<file path="config.mk">
export PLATFORM = sky130hd
export DESIGN_NAME = mm_param
export DESIGN_NICKNAME = d
export VERILOG_FILES = /design/src/rtl/mm_param.sv
export SDC_FILE = /design/constraint.sdc
export NUM_CORES = 2
export LEC_CHECK = 0
export CORE_ASPECT_RATIO = 0.8
export CORE_MARGIN = 10
export CORE_UTILIZATION = 48
export DETAILED_ROUTE_END_ITERATION = 10
export SETUP_SLACK_MARGIN = 0.02
export SLEW_MARGIN = 0
export SYNTH_ARGS = -nofsm -noshare
export SYNTH_HDL_FRONTEND = slang
export SYNTH_SLANG_ARGS = --single-unit
</file>
<file path="constraint.sdc">
create_clock -name axis_clk -period 16.5 [get_ports axis_clk]
set_input_delay 3.3 -clock axis_clk [delete_from_list [all_inputs] [get_ports axis_clk]]
set_output_delay 3.3 -clock axis_clk [all_outputs]
set_load 0.05 [all_outputs]
</file>
<file path="src/rtl/mm_param.sv">
// mm_param: run-time sized signed matrix multiply accelerator.
//
// Two N x N matrices (A, then B, each row-major) stream in on ss_*.
// The product C[i][j] = sum_k B[i][k] * A[k][j] streams out on sm_*,
// row-major. N is taken from the dim register. One multiply-accumulate
// is done per cycle. Products and the running sum wrap modulo
// 2^pDATA_WIDTH.
//
// Ports:
//   axis_clk, axis_rst_n        clock, asynchronous active-low reset
//   aw*/w*                      AXI-Lite write (0x00 ap_ctrl, 0x10 dim)
//   ar*/r*                      AXI-Lite read
//   ss_tvalid/tdata/tlast/tready  input stream (A then B)
//   sm_tvalid/tdata/tlast/tready  output stream (C)
//
// ap_ctrl read value: bit1 ap_done, bit2 ap_idle, bit4 tlast_err.
module mm_param #(
    parameter int pADDR_WIDTH = 12,
    parameter int pDATA_WIDTH = 32,
    parameter int MAX_N       = 8
) (
    input  logic                   axis_clk,
    input  logic                   axis_rst_n,
    input  logic                   awvalid,
    output logic                   awready,
    input  logic [pADDR_WIDTH-1:0] awaddr,
    input  logic                   wvalid,
    output logic                   wready,
    input  logic [pDATA_WIDTH-1:0] wdata,
    input  logic                   arvalid,
    output logic                   arready,
    input  logic [pADDR_WIDTH-1:0] araddr,
    output logic                   rvalid,
    input  logic                   rready,
    output logic [pDATA_WIDTH-1:0] rdata,
    input  logic                   ss_tvalid,
    input  logic [pDATA_WIDTH-1:0] ss_tdata,
    input  logic                   ss_tlast,
    output logic                   ss_tready,
    input  logic                   sm_tready,
    output logic                   sm_tvalid,
    output logic [pDATA_WIDTH-1:0] sm_tdata,
    output logic                   sm_tlast
);
    localparam int NW    = $clog2(MAX_N + 1);
    localparam int DEPTH = MAX_N * MAX_N;
    localparam int MAW   = (DEPTH > 1) ? $clog2(DEPTH) : 1;
    localparam int CW    = $clog2(2 * DEPTH + 1);

    localparam logic [pADDR_WIDTH-1:0] ADDR_CTRL = pADDR_WIDTH'(0);
    localparam logic [pADDR_WIDTH-1:0] ADDR_DIM  = pADDR_WIDTH'(16);

    typedef enum logic [1:0] {
        S_IDLE,
        S_LOAD,
        S_MAC,
        S_OUT
    } state_t;

    state_t state_q, state_d;

    logic                   aw_wready_q;
    logic                   arready_q;
    logic                   rvalid_q;
    logic [pDATA_WIDTH-1:0] rdata_q;
    logic [NW-1:0]          dim_q;
    logic                   ap_done_q;
    logic                   tlast_err_q;
    logic [CW-1:0]          load_cnt_q;
    logic [NW-1:0]          row_q;
    logic [NW-1:0]          col_q;
    logic [NW-1:0]          k_q;
    logic [pDATA_WIDTH-1:0] acc_q;
    logic [pDATA_WIDTH-1:0] sm_tdata_q;
    logic                   sm_tlast_q;

    // A and B held separately so one MAC cycle can fetch one word of each.
    logic [pDATA_WIDTH-1:0] a_mem [DEPTH];
    logic [pDATA_WIDTH-1:0] b_mem [DEPTH];

    logic                   wr_fire;
    logic                   ar_fire;
    logic                   start_req;
    logic                   dim_wr_ok;
    logic                   rd_ctrl;
    logic                   in_fire;
    logic                   out_fire;
    logic                   done_set;
    logic [CW-1:0]          n_sq;
    logic                   last_in;
    logic                   in_is_a;
    logic                   k_last;
    logic                   col_last;
    logic                   row_last;
    logic                   elem_last;
    logic [MAW-1:0]         a_idx;
    logic [MAW-1:0]         b_idx;
    logic [pDATA_WIDTH-1:0] a_rd;
    logic [pDATA_WIDTH-1:0] b_rd;
    logic [pDATA_WIDTH-1:0] prod;
    logic [pDATA_WIDTH-1:0] mac_sum;
    logic [pDATA_WIDTH-1:0] rd_value;

    // ------------------------------------------------------------------
    // Control decode
    // ------------------------------------------------------------------
    assign wr_fire   = aw_wready_q && awvalid && wvalid;
    assign ar_fire   = arready_q && arvalid;
    assign start_req = wr_fire && (awaddr == ADDR_CTRL) && wdata[0]
                       && (state_q == S_IDLE);
    assign dim_wr_ok = wr_fire && (awaddr == ADDR_DIM) && (state_q == S_IDLE)
                       && (wdata != '0) && (wdata <= pDATA_WIDTH'(MAX_N));
    assign rd_ctrl   = ar_fire && (araddr == ADDR_CTRL);

    assign in_fire   = (state_q == S_LOAD) && ss_tvalid;
    assign out_fire  = (state_q == S_OUT) && sm_tready;

    assign n_sq      = CW'(dim_q) * CW'(dim_q);
    assign last_in   = (load_cnt_q == (n_sq + n_sq - CW'(1)));
    assign in_is_a   = (load_cnt_q < n_sq);

    assign k_last    = (k_q == dim_q - NW'(1));
    assign col_last  = (col_q == dim_q - NW'(1));
    assign row_last  = (row_q == dim_q - NW'(1));
    assign elem_last = row_last && col_last;
    assign done_set  = out_fire && elem_last;

    // ------------------------------------------------------------------
    // MAC datapath: C[row][col] += B[row][k] * A[k][col]
    // ------------------------------------------------------------------
    assign a_idx = MAW'(k_q) * MAW'(dim_q) + MAW'(col_q);
    assign b_idx = MAW'(row_q) * MAW'(dim_q) + MAW'(k_q);
    assign a_rd  = a_mem[a_idx];
    assign b_rd  = b_mem[b_idx];

    // The low pDATA_WIDTH bits of a product are identical for signed and
    // unsigned operands, so the truncated signed product needs no sign care.
    assign prod    = a_rd * b_rd;
    assign mac_sum = ((k_q == '0) ? '0 : acc_q) + prod;

    always_ff @(posedge axis_clk) begin
        if (in_fire) begin
            if (in_is_a) begin
                a_mem[MAW'(load_cnt_q)] <= ss_tdata;
            end else begin
                b_mem[MAW'(load_cnt_q - n_sq)] <= ss_tdata;
            end
        end
    end

    // ------------------------------------------------------------------
    // Register read mux. ap_done is bypassed so a read landing on the
    // same edge the bit sets still observes it before it clears.
    // ------------------------------------------------------------------
    always_comb begin
        rd_value = '0;
        if (araddr == ADDR_CTRL) begin
            rd_value[1] = ap_done_q | done_set;
            rd_value[2] = (state_q == S_IDLE);
            rd_value[4] = tlast_err_q;
        end else if (araddr == ADDR_DIM) begin
            rd_value = pDATA_WIDTH'(dim_q);
        end
    end

    // ------------------------------------------------------------------
    // FSM next state and stream handshake outputs
    // ------------------------------------------------------------------
    always_comb begin
        state_d   = state_q;
        ss_tready = 1'b0;
        sm_tvalid = 1'b0;
        case (state_q)
            S_IDLE: begin
                if (start_req) begin
                    state_d = S_LOAD;
                end
            end
            S_LOAD: begin
                ss_tready = 1'b1;
                if (in_fire && last_in) begin
                    state_d = S_MAC;
                end
            end
            S_MAC: begin
                if (k_last) begin
                    state_d = S_OUT;
                end
            end
            S_OUT: begin
                sm_tvalid = 1'b1;
                if (out_fire) begin
                    state_d = elem_last ? S_IDLE : S_MAC;
                end
            end
            default: state_d = S_IDLE;
        endcase
    end

    always_ff @(posedge axis_clk or negedge axis_rst_n) begin
        if (!axis_rst_n) begin
            state_q     <= S_IDLE;
            aw_wready_q <= 1'b0;
            arready_q   <= 1'b0;
            rvalid_q    <= 1'b0;
            rdata_q     <= '0;
            dim_q       <= NW'(4);
            ap_done_q   <= 1'b0;
            tlast_err_q <= 1'b0;
            load_cnt_q  <= '0;
            row_q       <= '0;
            col_q       <= '0;
            k_q         <= '0;
            acc_q       <= '0;
            sm_tdata_q  <= '0;
            sm_tlast_q  <= 1'b0;
        end else begin
            state_q <= state_d;

            // Write: single-cycle ready pulse once address and data are both up.
            aw_wready_q <= awvalid && wvalid && !aw_wready_q;

            // Read: no new address accepted while a response is pending.
            arready_q <= arvalid && !arready_q && !rvalid_q;
            if (ar_fire) begin
                rvalid_q <= 1'b1;
                rdata_q  <= rd_value;
            end else if (rvalid_q && rready) begin
                rvalid_q <= 1'b0;
            end

            if (dim_wr_ok) begin
                dim_q <= wdata[NW-1:0];
            end

            if (rd_ctrl) begin
                ap_done_q <= 1'b0;
            end else if (done_set) begin
                ap_done_q <= 1'b1;
            end

            // Framing check only: a misplaced or missing tlast is flagged,
            // the word count alone decides where the frame ends.
            if (start_req) begin
                tlast_err_q <= 1'b0;
            end else if (in_fire && (ss_tlast != last_in)) begin
                tlast_err_q <= 1'b1;
            end

            if (start_req) begin
                load_cnt_q <= '0;
                row_q      <= '0;
                col_q      <= '0;
                k_q        <= '0;
            end

            if (in_fire) begin
                load_cnt_q <= load_cnt_q + CW'(1);
            end

            if (state_q == S_MAC) begin
                acc_q <= mac_sum;
                if (k_last) begin
                    k_q        <= '0;
                    sm_tdata_q <= mac_sum;
                    sm_tlast_q <= elem_last;
                end else begin
                    k_q <= k_q + NW'(1);
                end
            end

            if (out_fire && !elem_last) begin
                if (col_last) begin
                    col_q <= '0;
                    row_q <= row_q + NW'(1);
                end else begin
                    col_q <= col_q + NW'(1);
                end
            end
        end
    end

    assign awready  = aw_wready_q;
    assign wready   = aw_wready_q;
    assign arready  = arready_q;
    assign rvalid   = rvalid_q;
    assign rdata    = rdata_q;
    assign sm_tdata = sm_tdata_q;
    assign sm_tlast = sm_tlast_q && (state_q == S_OUT);

endmodule

</file>
==> flow_metrics.env <==
export IMPL_cts_root_buf="clkbuf_16"
export IMPL_design_die_area_um2=399000
export IMPL_dp_slack_ns=2.46
export IMPL_tns_ns=0
export IMPL_clock_latency_ns=1.01
export IMPL_wl_per_cell_um=34.9
export IMPL_design_area_um2=201000
export IMPL_synth_avg_cell_area_um2=20.2
export IMPL_drive_above_1_share_pct=24.2
export IMPL_synth_compound_area_share_pct=1.39
export IMPL_cts_resized=0
export IMPL_cts_buffers=412
export IMPL_synth_common_cells="4096 x edfxtp_1, 1213 x mux4_2, 547 x inv_1"
export IMPL_routabilityCongestion=0.846
export IMPL_synth_most_common_cell="edfxtp_1"
export IMPL_ys_seq_elements=4197
export IMPL_fin_ws_ns=2.19
export IMPL_status="finished, final reports clean"
export IMPL_cp_arrival_ns=15.13
export IMPL_antenna_found_initial=40
export IMPL_worstSetupPathType="register to register"
export IMPL_synth_area_leaders="edfxtp_1 69%, mux4_2 15%, fa_1 5.0%, dfrtp_1 1.4%, ha_1 1.2%"
export IMPL_cap_violations=0
export IMPL_first_pass_iters=6
export IMPL_ctsHoldBuffers=0
export IMPL_r2r_slack_ns=2.19
export IMPL_slew_headroom_pct=3.93
export IMPL_tritoncts="yes"
export IMPL_io_pins=168
export IMPL_yosysTopAreaCell="edfxtp_1"
export IMPL_whs_ns=0.472
export IMPL_die_w_um=703
export IMPL_slew_violations=0
export IMPL_syn_area_um2=179000
export IMPL_grt_total_usage_pct=25.4
export IMPL_post_cts_buffers=0
export IMPL_synth_top_family_by_area="multiplexers"
export IMPL_crit_path_max_fanout=44
export IMPL_core_um2=372000
export IMPL_synth_simple_area_share_pct=2.99
export IMPL_worstMarginPinSlew_ns=1.44
export IMPL_async_flop_share_pct=2.41
export IMPL_crit_path_start_kind="register"
export IMPL_first_global_vias=92781
export IMPL_yosysWarnings=0
export IMPL_port_buffers=140
export IMPL_synth_edf_count=4096
export IMPL_synth_cell_type_count=74
export IMPL_drt_initial_drc_count=13169
export IMPL_rows=200
export IMPL_initial_core_util_pct=48.3
export IMPL_period_minus_slack_ns=14.31
export IMPL_placed_cell_area_um2=188000
export IMPL_synth_top_area_share_pct=68.6
export IMPL_final_fill_count=28468
export IMPL_final_antenna_net_count=0
export IMPL_finalHoldViolCount=0
export IMPL_synth_xor_area_share_pct=0.680
export IMPL_grt_max_degree=122
export IMPL_final_nets=10011
export IMPL_clk_pin_slew_ns=0.06
export IMPL_routed_wl_mm=509
export IMPL_fmax_ghz=0.0699
export IMPL_syn_inst=8872
export IMPL_crit_path_frequent_cell="fa_1"
export IMPL_cts_path_max_buffers=4
export IMPL_cpPeakStageDelay_ns=1.37
export IMPL_hold_class="register to register"
export IMPL_seq_area_frac_synth_pct=70.0
export IMPL_crit_path_end_kind="register"
export IMPL_synth_ff_type="edfxtp_1"
export IMPL_cts_sinks=4197
export IMPL_rsz0062_at_grt="false"
export IMPL_synthMuxAreaShare_pct=16.1
export IMPL_yosys_area_share_adder_pct=6.21
export IMPL_skew_ns=0.0920
export IMPL_post_route_drc_count=0
export IMPL_cts_max_level=5
export IMPL_setup_viol=0
export IMPL_min_period_over_period_pct=86.7
export IMPL_gr_total_overflow=0
export IMPL_cp_slowest_cell="fa_4"
export IMPL_route_vias_total=91352
export IMPL_grt_pass1_wl_mm=719
export IMPL_vias_per_cell=6.26
export IMPL_crit_required_ns=17.32
export IMPL_dp_hpwl_mm=303
export IMPL_area_growth_pct=12.2
export IMPL_fp_dieH_um=567
==> stage by stage <==
| stage | utilization (%) | instances |
|---|---|---|
| final | 54.2 | 14590 |
| after global routing | 54.1 | 14579 |
| after CTS | 54.1 | 14577 |
| after detailed placement | 50.6 | 13830 |
| after global placement | 50.6 | 13829 |
| after floorplan | - | 8898 |
==> layout by cell type, fill, tap and decap left out, types with 40 or more instances in the layout <==
master           Yosys  layout
and2_1             193     193
nor2b_1             44      44
o21ai_0            117     110
mux4_2            1213    1213
a21oi_1             78      76
ha_1               168     164
clkdlybuf4s50_1      0     106
inv_1              547     547
xnor2_1             82      77
nand2_1            486     485
fa_1               451     449
clkbuf_16            0     417
buf_4               94     316
clkinv_1             5     100
a22oi_1             41      41
nor2_4               0     128
mux2i_1            108     101
bufinv_16            0      40
edfxtp_1          4096    4096
clkinv_2             0      76
dfrtp_1            100     100
nor2_1             276     147
clkbuf_1           171      80
==> worst max-delay path, delay by kind of cell, from the launching register on <==
kind	cells	cell delay (ns)
AOI/OAI and AO/OA	6	1.92
DFF	1	0.73
adders and majority gates	13	6.87
muxes	4	2.12
and+or+nand+nor	6	0.96
buffers and inverters	9	1.47
==> area by class of cell <==
type | instances | area (um^2) | share of cell area [%]
Clock buffer | 499 | 10800 | 5.35
Clock inverter | 248 | 2420 | 1.20
Inverter | 552 | 2070 | 1.03
Tap cell | 4949 | 6190 | 3.08
Multi-Input combinational cell | 3690 | 50400 | 25.0
Sequential cell | 4197 | 126000 | 62.4
Antenna cell | 13 | 32.5 | 0.0162
Timing Repair Buffer | 442 | 3820 | 1.90
==> final timing paths <==
| check | start | cells after the start | endpoint |
|---|---|---|---|
| setup / recovery | dim_q[2]$_DFFE_PN1P_ | 38 | acc_q[31]$_DFFE_PN0P_ |
| hold / removal | rvalid$_DFFE_PN0P_ | 1 | arready$_DFF_PN0_ |
| setup reg to reg | dim_q[2]$_DFFE_PN1P_ | 38 | acc_q[31]$_DFFE_PN0P_ |
| hold reg to reg | rvalid$_DFFE_PN0P_ | 1 | arready$_DFF_PN0_ |
| max in group asynchronous | axis_rst_n | 2 | awready$_DFF_PN0_ |
| min in group asynchronous | axis_rst_n | 1 | sm_tdata[31]$_DFFE_PN0P_ |
==> flip-flops by register name (all words and copies together), names as in the netlist <==
register and cells:
arready 1, awready 1, a_mem 2048, rdata 5, state_q 2, acc_q 32
rvalid 1, row_q 4, tlast_err_q 1, col_q 4, sm_tdata 32, k_q 4
ap_done_q 1, dim_q 4, b_mem 2048, load_cnt_q 8, sm_tlast_q 1
==> kinds of logic after synthesis <==
family,count (synthesis)
other cells,1
buf+inv,1011
mux,1353
fa+ha+maj,619
xor+xnor,129
flops,4197
simple gates,1169
compound gates,393
==> routing by layer <==
metal	vias to the layer above	routed length [um]	share of wire, %	GRT usage, %
met5	-	41	0.0081	0
met4	6	12600	2.5	5.90
met3	681	54100	11	5.37
met2	4771	226000	44	37.2
met1	50013	216000	42	39.3
li1	35881	-	-	-
Power is left out: the tool's default activity adds up to more than one toggle a clock period on the data nets, which glitch-free logic cannot reach.
